## src/rtl/eeprom_access_arbiter.sv

```systemverilog
// Round-robin arbiter sharing one I2C EEPROM read/write engine between two clients.
// Issues the strobe, waits for ack under a watchdog, then returns done/err/rdata.
module eeprom_access_arbiter #(
  parameter int ADDR_W    = 11,
  parameter int DATA_W    = 8,
  parameter int ISSUE_CYC = 2,
  parameter int TIMEOUT   = 4096,
  parameter int TO_W      = 13
) (
  input  logic              CLK,
  input  logic              RESET,
  input  logic              i_req0,
  input  logic              i_req1,
  input  logic              i_we0,
  input  logic              i_we1,
  input  logic [ADDR_W-1:0] i_addr0,
  input  logic [ADDR_W-1:0] i_addr1,
  input  logic [DATA_W-1:0] i_wdata0,
  input  logic [DATA_W-1:0] i_wdata1,
  output logic              o_gnt0,
  output logic              o_gnt1,
  output logic              o_done0,
  output logic              o_done1,
  output logic              o_err0,
  output logic              o_err1,
  output logic [DATA_W-1:0] o_rdata,
  output logic              o_eng_wr,
  output logic              o_eng_rd,
  output logic [ADDR_W-1:0] o_eng_addr,
  output logic [DATA_W-1:0] o_eng_wdata,
  output logic              o_eng_data_oe,
  input  logic [DATA_W-1:0] i_eng_rdata,
  input  logic              i_eng_ack,
  output logic              o_busy
);

  // state    | meaning
  // IDLE     | arbitrate; capture winner's request, pulse its gnt
  // ISSUE    | hold eng_wr/eng_rd for ISSUE_CYC cycles
  // WAIT_ACK | strobes low, bus held; watchdog counts until ack or expiry
  // RESP     | pulse done/err of the owner, flip rr pointer, drop oe
  // GAP      | one quiet cycle so the engine sees WR/RD low before next request
  typedef enum logic [2:0] {
    S_IDLE,
    S_ISSUE,
    S_WAIT_ACK,
    S_RESP,
    S_GAP
  } state_t;

  localparam int IC_W = (ISSUE_CYC > 1) ? $clog2(ISSUE_CYC) : 1;

  state_t            r_state;
  state_t            w_state_nxt;
  logic              r_owner;
  logic              r_rr;
  logic              r_we;
  logic [ADDR_W-1:0] r_addr;
  logic [DATA_W-1:0] r_wdata;
  logic              r_err;
  logic [DATA_W-1:0] r_rdata;
  logic [IC_W-1:0]   r_issue_cnt;
  logic [TO_W-1:0]   r_wd;

  logic              w_sel_valid;
  logic              w_sel;
  logic              w_wd_expired;

  always_ff @(posedge CLK) begin
    if (RESET) begin
      r_state     <= S_IDLE;
      r_owner     <= 1'b0;
      r_rr        <= 1'b0;
      r_we        <= 1'b0;
      r_addr      <= '0;
      r_wdata     <= '0;
      r_err       <= 1'b0;
      r_rdata     <= '0;
      r_issue_cnt <= '0;
      r_wd        <= '0;
    end else begin
      r_state <= w_state_nxt;
      case (r_state)
        S_IDLE: begin
          if (w_sel_valid) begin
            r_owner     <= w_sel;
            r_we        <= w_sel ? i_we1 : i_we0;
            r_addr      <= w_sel ? i_addr1 : i_addr0;
            r_wdata     <= w_sel ? i_wdata1 : i_wdata0;
            r_issue_cnt <= IC_W'(ISSUE_CYC - 1);
          end
        end
        S_ISSUE: begin
          if (r_issue_cnt != '0) begin
            r_issue_cnt <= r_issue_cnt - 1'b1;
          end
        end
        S_WAIT_ACK: begin
          r_wd <= r_wd + 1'b1;
          // ack has priority over a watchdog expiry in the same cycle
          if (i_eng_ack) begin
            r_err <= 1'b0;
            if (!r_we) begin
              r_rdata <= i_eng_rdata;
            end
          end else if (w_wd_expired) begin
            r_err <= 1'b1;
          end
        end
        S_RESP: begin
          r_rr <= ~r_owner;
          r_wd <= '0;
        end
        default: begin
        end
      endcase
    end
  end

  always_comb begin
    w_state_nxt  = r_state;
    w_sel_valid  = 1'b0;
    w_sel        = r_rr;
    w_wd_expired = (r_wd == TO_W'(TIMEOUT - 1));
    case (r_state)
      S_IDLE: begin
        if (i_req0 && i_req1) begin
          w_sel_valid = 1'b1;
          w_sel       = r_rr;
        end else if (i_req0) begin
          w_sel_valid = 1'b1;
          w_sel       = 1'b0;
        end else if (i_req1) begin
          w_sel_valid = 1'b1;
          w_sel       = 1'b1;
        end
        if (w_sel_valid) begin
          w_state_nxt = S_ISSUE;
        end
      end
      S_ISSUE: begin
        if (r_issue_cnt == '0) begin
          w_state_nxt = S_WAIT_ACK;
        end
      end
      S_WAIT_ACK: begin
        if (i_eng_ack || w_wd_expired) begin
          w_state_nxt = S_RESP;
        end
      end
      S_RESP: w_state_nxt = S_GAP;
      S_GAP: w_state_nxt = S_IDLE;
      default: w_state_nxt = S_IDLE;
    endcase
  end

  always_comb begin
    o_gnt0        = w_sel_valid && !w_sel && !RESET;
    o_gnt1        = w_sel_valid && w_sel && !RESET;
    o_done0       = (r_state == S_RESP) && !r_owner;
    o_done1       = (r_state == S_RESP) && r_owner;
    o_err0        = o_done0 && r_err;
    o_err1        = o_done1 && r_err;
    o_rdata       = r_rdata;
    o_eng_wr      = (r_state == S_ISSUE) && r_we;
    o_eng_rd      = (r_state == S_ISSUE) && !r_we;
    o_eng_addr    = r_addr;
    o_eng_wdata   = r_wdata;
    o_eng_data_oe = ((r_state == S_ISSUE) || (r_state == S_WAIT_ACK)) && r_we;
    o_busy        = (r_state != S_IDLE);
  end

endmodule
```

## config.mk

```make
export PLATFORM = sky130hd
export DESIGN_NAME = eeprom_access_arbiter
export DESIGN_NICKNAME = d
export VERILOG_FILES = /design/src/rtl/eeprom_access_arbiter.sv
export SDC_FILE = /design/constraint.sdc
export NUM_CORES = 1
export LEC_CHECK = 0
export BUFFER_PORTS_ARGS = -buffer_cell sky130_fd_sc_hd__buf_4
export CORE_ASPECT_RATIO = 1.2
export CORE_MARGIN = 5
export CORE_UTILIZATION = 48
export CTS_CLUSTER_DIAMETER = 60
export CTS_CLUSTER_SIZE = 24
export DETAILED_ROUTE_END_ITERATION = 16
export HOLD_SLACK_MARGIN = 0.06
export PLACE_DENSITY = 0.8
export SYNTH_ARGS = -nofsm -noshare
export SYNTH_HDL_FRONTEND = slang
export SYNTH_SLANG_ARGS = --single-unit
```

## constraint.sdc

```tcl
create_clock -name CLK -period 1.9 [get_ports CLK]
set_input_delay 0.19 -clock CLK [delete_from_list [all_inputs] [get_ports CLK]]
set_output_delay 0.19 -clock CLK [all_outputs]
set_load 0.02 [all_outputs]
```

Word level (Yosys, flattened, before mapping)
Index checks and enable logic that the tools add are counted.
{"block": "totals", "reg_bits": 48, "input_bits": 53, "output_inout_bits": 37, "word_cells": 72}
{"block": "classes", "add_sub_neg": 2, "n_eq_ne": 8, "mux": 22, "bitwise_logic": 2, "n_reduce_logical": 28}
{"operator": "one-hot mux 13 bit (2 select lines)", "count": 1}
{"operator": "two-way mux 1 bit", "count": 14}
{"operator": "adder 13 x 1 -> 13 bit (second input constant)", "count": 1}
{"operator": "equality test 13 x 12 -> 1 bit (second input constant)", "count": 1}
{"operator": "logical AND 1 bit", "count": 12}
{"operator": "one-hot mux 3 bit (4 select lines)", "count": 1}
{"operator": "two-way mux 11 bit", "count": 1}
{"operator": "two-way mux 3 bit", "count": 3}
{"operator": "two-way mux 8 bit", "count": 1}
{"operator": "equality test 3 x 2 -> 1 bit (second input constant)", "count": 2}
{"operator": "!= test 2 bit (second input constant)", "count": 3}
{"operator": "AND reduction 2 bit", "count": 3}
{"operator": "AND reduction 3 bit", "count": 2}
{"operator": "nonzero test 2 bit", "count": 3}
{"operator": "zero test 1 bit", "count": 4}
{"operator": "equality test 3 x 1 -> 1 bit (second input constant)", "count": 1}
{"operator": "zero test 3 bit", "count": 1}
{"operator": "nonzero test 3 bit", "count": 1}
{"operator": "logical OR 1 bit", "count": 2}
{"operator": "!= test 2 x 1 -> 1 bit (second input constant)", "count": 1}
{"operator": "NOT 1 bit", "count": 2}
{"operator": "one-hot mux 1 bit (2 select lines)", "count": 1}
{"operator": "subtractor 1 bit (second input constant)", "count": 1}

Depth between registers and ports, before layout
Gate-level depths: netlist of run 1.
{"block": "logic_depth", "ltp_word": 7, "depth_mapped": 7}

Worst setup path after synthesis of run 1
Ideal clock, no wire load.
{"block": "synth_timing", "path_kind": "register to output", "from": "register r_state[0]", "to": "output o_err0", "arrival_time_ns": 1.477, "setup_slack_ns": 0.233, "path_stages_with_launch": 6, "path_cell_list": "dfxtp_1 -> clkbuf_1 -> clkbuf_1 -> nand2_1 -> nor2_1 -> and2_1"}
{"block": "synth_via", "elab_chain_cells": 3}
{"element": "from (decl)", "line_no": "53", "source": "state_t r_state;"}
{"element": "from (signal assigned)", "line_no": "82", "source": "r_state <= w_state_nxt;"}
{"element": "equality test 3 x 2 -> 1 bit", "line_no": "160", "source": "o_done0 = (r_state == S_RESP) && !r_owner;"}
{"element": "logical AND 1 bit", "line_no": "160"}
{"element": "named net o_done0", "line_no": "22", "source": "output logic o_done0,"}
{"element": "logical AND 1 bit", "line_no": "162", "source": "o_err0 = o_done0 && r_err;"}
{"element": "to (decl)", "line_no": "24", "source": "output logic o_err0,"}
The timed path passes the listed nets, and every way through them passes these cells.

Worst setup path in the final report of run 1
{"block": "layout_timing", "from": "register r_wd[4]", "to": "register r_wd[11]"}
{"block": "layout_via", "elab_chain_cells": 2}
{"element": "from (decl)", "line_no": "63", "source": "logic [TO_W-1:0] r_wd;"}
{"element": "from (signal assigned)", "line_no": "99", "source": "r_wd <= r_wd + 1'b1;"}
{"element": "adder 13 x 1 -> 13 bit", "line_no": "99"}
{"element": "one-hot mux 13 bit (2 select lines)", "line_no": "83", "source": "case (r_state)"}
Every way passes these cells.
A chain may end at the register's enable or synchronous reset.

==> impl_metrics.env, run 1 <==
export IMPL_finalInstanceArea_um2=3067
export IMPL_drc=0
export IMPL_path_clk_slew_ps=80
export IMPL_post_cts_setup_buffer_count=0
export IMPL_grt_usage_pct=20.00
export IMPL_top_usage_layer="met2"
export IMPL_ys_flop_type="dfxtp_1"
export IMPL_tritoncts="yes"
export IMPL_tritoncts_num_buffers=5
export IMPL_r2r_end="r_wd[11]"
export IMPL_period_needed_ps=1760
export IMPL_fmax_mhz=568.2
export IMPL_finalSetupViolCount=0
export IMPL_cap_violations=0
export IMPL_max_stage_delay_ps=530
export IMPL_netlist_instances=264
export IMPL_p_leak_nw=1.270
export IMPL_detailedRoute_firstIterationViolations=129
export IMPL_dr_pass1_iters=4
export IMPL_via_per_inst=5.574
export IMPL_cp_required_ps=2130
export IMPL_cts_sinks=48
export IMPL_fin_nets=402
export IMPL_n_fill_cell=400
export IMPL_syn_to_final_growth_pct=40.06
export IMPL_hpwl_um=4435
export IMPL_grt_ovfl_total=0
export IMPL_antenna_left=0
export IMPL_path_max_fanout=6
export IMPL_via_count=2263
export IMPL_use_met1_pct=22.29
export IMPL_synth_warnings=0
export IMPL_wl_per_cell_um=14.86
export IMPL_slew_headroom_pct=55.55
export IMPL_io_buffers=89
export IMPL_synth_adder_area_share_pct=0.5714
export IMPL_antenna_found_initial=0
export IMPL_r2r_start="r_wd[4]"
export IMPL_multi_input_area_um2=1150
export IMPL_comb_power_share_pct=26.1
export IMPL_grt_pass1_wl_um=9860
export IMPL_worstPathCellList="nand3_2 > or4_4 > or4_1 > a31oi_1"
export IMPL_ir_drop_v=0.0004924
export IMPL_final_common_cell="buf_4"
export IMPL_design_core_area_um2=4493
export IMPL_timing_hold_violations_final=0
export IMPL_fin_setup_tns_ps=0
export IMPL_dieArea_um2=6018
export IMPL_initial_core_util_pct=48.73
export IMPL_cpMaxStageDelayCell="or4_4"
export IMPL_yosys_area_top_type="dfxtp_1"
export IMPL_synth_cell_types=39
export IMPL_use_met2_pct=34.11
export IMPL_syn_area_um2=2190
export IMPL_cts_max_level=2
export IMPL_synthesis_nets=318
export IMPL_cts_repair_resize_count=0
export IMPL_rrSetupSlack_ps=140
export IMPL_clock_skew_ps=10.26
export IMPL_crit_path_start="r_wd[4]"
export IMPL_rsz0062_at_grt="false"
export IMPL_synth_top_area_share_pct=43.89
export IMPL_status="completed"
export IMPL_rows=27
export IMPL_ys_ff_latch=48
export IMPL_cellPowerDensity_nw_per_um2=890.9
export IMPL_min_period_over_period_pct=92.64
export IMPL_synth_edf_count=0
export IMPL_reg2reg_depth=4
export IMPL_grt_pass1_vias=2219
export IMPL_antennaDiodeCount=0
export IMPL_crit_end="r_wd[11]"
export IMPL_tightest_slew_ps=665.1
export IMPL_async_flop_share_pct=0
export IMPL_startpoint_type="flop"
export IMPL_yosys_area_share_simple_pct=24.97
export IMPL_synthTopCellsByArea="dfxtp_1 (44%), a211oi_1 (7.5%), nor2_1 (7.0%)"
export IMPL_grt_start_max_net_pins=36
export IMPL_ys_seq_area_share_pct=43.89
export IMPL_die_w_um=71.66
export IMPL_synth_compound_area_share_pct=21.54
export IMPL_grt_use_met3_pct=8.193
export IMPL_cts_hold_buffers=0
export IMPL_gp_congestion=0.7898
export IMPL_clk_latency_ps=300
export IMPL_clock_path_buffers=2
export IMPL_synth_area_mux_share_pct=4.571
export IMPL_seq_area_um2=964.7
export IMPL_root_buffer="clkbuf_8"
export IMPL_synth_top_family_by_area="simple AND/OR/NAND/NOR gates"
export IMPL_critical_path_endpoint_type="flop"
export IMPL_routed_wl_um=6033
export IMPL_synth_xor_area_share_pct=0
export IMPL_avgSynthCellArea_um2=8.294
export IMPL_io_pins=90
export IMPL_power_frac_seq_pct=42.6
export IMPL_critPathKind="reg2reg"
export IMPL_timing_hold_worst_class="in2reg"
export IMPL_die_h_um=83.99
export IMPL_internal_power_mw=1.932
export IMPL_drv_slew=0
export IMPL_layout_common_cells="buf_4 (98), dfxtp_1 (45), nor2_1 (41)"
export IMPL_pwr_share_clk_pct=31.3
export IMPL_swShare_pct=29.27
export IMPL_arrival_ps=1990
export IMPL_drive_gt1_share_pct=34.20
export IMPL_dp_cells=399
export IMPL_placed_cell_area_um2=2927
export IMPL_fin_cells=406
export IMPL_power_switching_mw=0.7997
-- per-stage QoR --
| stage | power [mW] | hold slack (ps) | utilization [%] | worst slack [ps] |
|---|---|---|---|---|
| floorplan | 1.577 | 287.0 | - | 232.6 |
| global placement | 1.882 | 399.3 | 65.14 | 192.2 |
| detailed placement | 1.897 | 397.6 | 65.14 | 108.8 |
| CTS | 2.748 | 72.89 | 68.00 | 6.718 |
| global route | 2.874 | 80.95 | 68.25 | 2.825 |
| finish | 2.732 | 82.61 | 68.25 | 139.9 |
-- power by group through the flow --
stage	combinational (mW)	clock, mW	sequential [mW]
finish	0.713	0.856	1.16
global route	0.787	0.913	1.17
CTS	0.718	0.868	1.16
detailed placement	0.714	0	1.18
global placement	0.703	0	1.18
floorplan	0.324	0	1.25
-- cell usage after synthesis (2+ instances only) --
cell,number
buf_2,3
nand2_1,16
nor4_1,2
nand3b_1,4
a31oi_1,6
nand2b_1,4
a211oi_1,22
a21o_1,2
or3_1,2
nor3_1,14
and3_1,3
o22ai_1,20
clkbuf_1,18
dfxtp_1,48
nor2b_1,2
and2_1,3
a21oi_1,10
nand3_1,6
inv_1,3
mux2i_1,10
o21a_1,2
or4_1,4
o21ai_0,4
nor2_1,41
-- worst min path at each step --
stage,depth (start not counted),startpoint,to
floorplan,1,i_eng_ack,r_err
global placement,2,i_eng_ack,r_err
detailed placement,2,i_eng_ack,r_err
CTS,2,i_eng_ack,r_err
global route,2,i_eng_ack,r_err
finish,2,i_eng_ack,r_err
-- flip-flops by register name (all words and copies together), names as in the netlist --
signal and count:
r_wd 13, r_owner 1, r_state 3, o_eng_addr 11
r_rr 1, r_we 1, o_eng_wdata 8, r_err 1
o_rdata 8, r_issue_cnt 1
-- cells by family (layout without fill, tap and decap cells) --
kind of cell,Yosys count,count (layout)
adder cells (fa/ha/maj),1,1
AO/OA/AOI/OAI,71,71
multiplexers,10,10
flip-flops,48,48
buffers and inverters,25,109
AND/OR/NAND/NOR,109,109
-- cell type report --
class                           count  share of cell area, %
Clock buffer                        5                  2.244
Clock inverter                      2                  1.958
Inverter                            4                 0.4896
Multi-Input combinational cell    191                  37.49
Sequential cell                    48                  31.46
Tap cell                           58                  2.366
Timing Repair Buffer               98                  23.99
-- routing by layer --
| layer | wire, um | up-vias |
|---|---|---|
| met5 | 0 | - |
| met4 | 87 | 0 |
| met3 | 620 | 10 |
| met2 | 2983 | 91 |
| met1 | 2342 | 1033 |
| li1 | - | 1129 |
-- worst max-delay path, delay by kind of cell, from the launching register on --
kind	cells	cell delay, ps
AO/OA/AOI/OAI	1	180
AND/OR/NAND/NOR	3	1090
flip-flops	1	420
(Power assumes the default switching activity.)
==> inputs of run 2 (changes only) <==
--- a/config.mk
+++ b/config.mk
@@ -5,10 +5,11 @@
 export SDC_FILE = /design/constraint.sdc
 export NUM_CORES = 1
 export LEC_CHECK = 0
+export ABC_AREA = 1
 export BUFFER_PORTS_ARGS = -buffer_cell sky130_fd_sc_hd__buf_4
 export CORE_ASPECT_RATIO = 1.2
 export CORE_MARGIN = 5
-export CORE_UTILIZATION = 48
+export CORE_UTILIZATION = 49
 export CTS_CLUSTER_DIAMETER = 60
 export CTS_CLUSTER_SIZE = 24
 export DETAILED_ROUTE_END_ITERATION = 16
==> constraint.sdc (replaced) <==
create_clock -name CLK -period 1.9 [get_ports CLK]
set_input_delay 0.38 -clock CLK [delete_from_list [all_inputs] [get_ports CLK]]
set_output_delay 0.38 -clock CLK [all_outputs]
set_load 0.02 [all_outputs]
==> run 2 against run 1 <==
Effect of this change: global-route usage up 0.61 points; final cell count up 21%; largest power group is now combinational cells; clock skew shrank 1.9 ps; critical endpoint is now o_gnt0; critical path type is now reg2out; synthesized area up 8.3%.
==> impl_metrics.env, run 2 <==
export IMPL_detailedRoute_firstIterationViolations=123
export IMPL_synthTopCellsByCount="nand2_1 (69), nand3_1 (51), dfxtp_1 (48)"
export IMPL_arrival_ps=1430
export IMPL_tightest_slew_ps=355.2
export IMPL_die_h_um=86.22
export IMPL_fmax_mhz=553.7
export IMPL_rows=27
export IMPL_cp_required_ps=1520
export IMPL_max_stage_delay_ps=380
export IMPL_seq_area_um2=965.9
export IMPL_p_leak_nw=1.590
export IMPL_netlist_instances=345
export IMPL_dp_cells=484
export IMPL_cts_sinks=48
export IMPL_yosys_area_top_type="dfxtp_1"
export IMPL_ys_ff_latch=48
export IMPL_final_common_cell="buf_4"
export IMPL_synth_adder_area_share_pct=0.5274
export IMPL_synth_top_area_share_pct=40.51
export IMPL_synth_compound_area_share_pct=13.45
export IMPL_wl_per_cell_um=12.51
export IMPL_synth_most_common_cell="nand2_1"
export IMPL_multi_input_area_um2=1179
export IMPL_layout_common_cells="buf_4 (96), nand2_1 (68), nand3_1 (51)"
export IMPL_synth_cell_types=26
export IMPL_ys_flop_type="dfxtp_1"
export IMPL_syn_to_final_growth_pct=36.50
export IMPL_antenna_found_initial=0
export IMPL_synth_top_family_by_area="simple AND/OR/NAND/NOR gates"
export IMPL_tritoncts="yes"
export IMPL_max_flop_register="r_wd"
export IMPL_critical_path_endpoint_type="primary output"
export IMPL_die_w_um=73.52
export IMPL_timing_hold_worst_class="in2reg"
export IMPL_path_clk_slew_ps=90
export IMPL_synth_xor_area_share_pct=0.7384
export IMPL_cpMaxStageDelayCell="dfxtp_4"
export IMPL_clock_skew_ps=8.367
export IMPL_grt_start_max_net_pins=28
export IMPL_finalSetupViolCount=0
export IMPL_worstPathCellList="nor2_4 > nand2_4 > nor2_4 > inv_1 > nor3_2 > buf_4"
export IMPL_cts_max_level=2
export IMPL_synthTopCellsByArea="dfxtp_1 (41%), nand2_1 (11%), nand3_1 (11%)"
export IMPL_timing_hold_violations_final=0
export IMPL_syn_area_um2=2372
export IMPL_drv_slew=0
export IMPL_fin_setup_tns_ps=0
export IMPL_drc=0
export IMPL_path_max_fanout=5
export IMPL_dr_pass1_iters=4
export IMPL_yosys_area_share_simple_pct=33.81
export IMPL_grt_usage_pct=20.61
export IMPL_tritoncts_num_buffers=5
export IMPL_synth_warnings=0
export IMPL_synth_area_mux_share_pct=0
export IMPL_fin_cells=492
export IMPL_cellPowerDensity_nw_per_um2=1146
export IMPL_clk_latency_ps=310
export IMPL_design_core_area_um2=4628
export IMPL_hpwl_um=4719
export IMPL_grt_pass1_wl_um=10390
export IMPL_n_fill_cell=390
export IMPL_period_needed_ps=1806
export IMPL_critPathKind="reg2out"
export IMPL_synth_edf_count=0
export IMPL_dieArea_um2=6338
export IMPL_startpoint_type="flop"
export IMPL_slew_headroom_pct=76.24
export IMPL_via_per_inst=5.071
export IMPL_initial_core_util_pct=51.26
export IMPL_io_buffers=89
export IMPL_grt_pass1_vias=2425
export IMPL_ys_seq_area_share_pct=40.51
export IMPL_clock_path_buffers=2
export IMPL_root_buffer="clkbuf_8"
export IMPL_placed_cell_area_um2=3098
export IMPL_crit_path_frequent_cell="nor2_4"
export IMPL_synthesis_nets=399
export IMPL_via_count=2495
export IMPL_status="completed"
export IMPL_async_flop_share_pct=0
export IMPL_finalInstanceArea_um2=3238
export IMPL_cap_violations=0
export IMPL_power_mw=3.711
export IMPL_avgSynthCellArea_um2=6.876
export IMPL_cp_top_family="simple AND/OR/NAND/NOR gates"
export IMPL_fin_nets=487
export IMPL_grt_ovfl_total=0
export IMPL_routed_wl_um=6155
export IMPL_gp_congestion=0.8909
export IMPL_ir_drop_v=0.0005439
export IMPL_io_pins=90
export IMPL_antennaDiodeCount=0
export IMPL_drive_gt1_share_pct=28.34
export IMPL_path_buf_inv=2
export IMPL_antenna_left=0
export IMPL_min_period_over_period_pct=95.05
export IMPL_largest_register_ffs=13
## run 2: changes by cell type after synthesis, sizes merged, moves of 17 or more
cell and change:
nand2 +57, nand3 +44, o21a +17, inv +41, a211oi -22, o22ai -20
## run 2: worst paths after layout
check	cells past startpoint	end	slack [ps]	from
setup / recovery	6	o_gnt0	90	r_state[0]
hold reg to reg	2	r_issue_cnt	480	r_issue_cnt
setup reg to reg	8	o_rdata[5]	480	r_state[2]
hold / removal	3	o_rdata[0]	290	i_eng_rdata[0]
## run 2: timing repair
action / in CTS / in global routing
setup endpoints to repair: 2 / 7
endpoints found under the hold margin: 0 / 0
pin swaps: 0 / 1
resized for setup: 2 / 9
setup buffers: 0 / 0
hold buffers: 0 / 0
## run 2: per-layer routing
layer,vias up,part of all wire [%],wire [um],track usage [%]
met3,9,8.3,513,7.657
met5,-,0,0,0
met4,0,1.6,100,7.578
li1,1282,-,-,-
met1,1138,38,2356,21.35
met2,66,52,3185,37.10
## run 2: layout make-up
| cell class | count | area share (%) |
|---|---|---|
| multi-input combinational | 235 | 36.40 |
| sequential | 48 | 29.83 |
| timing repair buffer | 97 | 22.87 |
| inverter | 46 | 5.332 |
| clock buffer | 6 | 2.241 |
| tap | 58 | 2.241 |
| clock inverter | 2 | 1.082 |
## run 2: kinds of logic after synthesis
logic type                 after synthesis
buffers and inverters                   62
and+or+nand+nor                        179
DFF                                     48
xor gates and xnor gates                 2
adders and majority gates                1
AOI/OAI and AO/OA                       53
## run 2: report_power, final
part | switching (mW) | internal (mW)
Combinational | 0.965 | 0.667
Sequential | 0.130 | 1.21
Clock | 0.345 | 0.391
Total | 1.44 | 2.27
## run 2: metrics by stage
stage                     hold WS, ps  utilization (%)  setup slack (ps)
after floorplan                 445.2                -             146.3
after global placement          472.9            66.94             337.5
after detailed placement        463.9            66.94             283.6
after CTS                       287.3            69.40             5.418
after global routing            297.6            69.96            -33.22
final                           291.4            69.96             94.12
## run 2: worst register-to-register path, stage by stage, from the launching register on
cell     delay, ps
dfxtp_1        350
inv_1          110
nand2_2         80
nor2_2         110
inv_2           80
nor3_4         290
inv_2          140
nor2_1         110
nor2_1          50
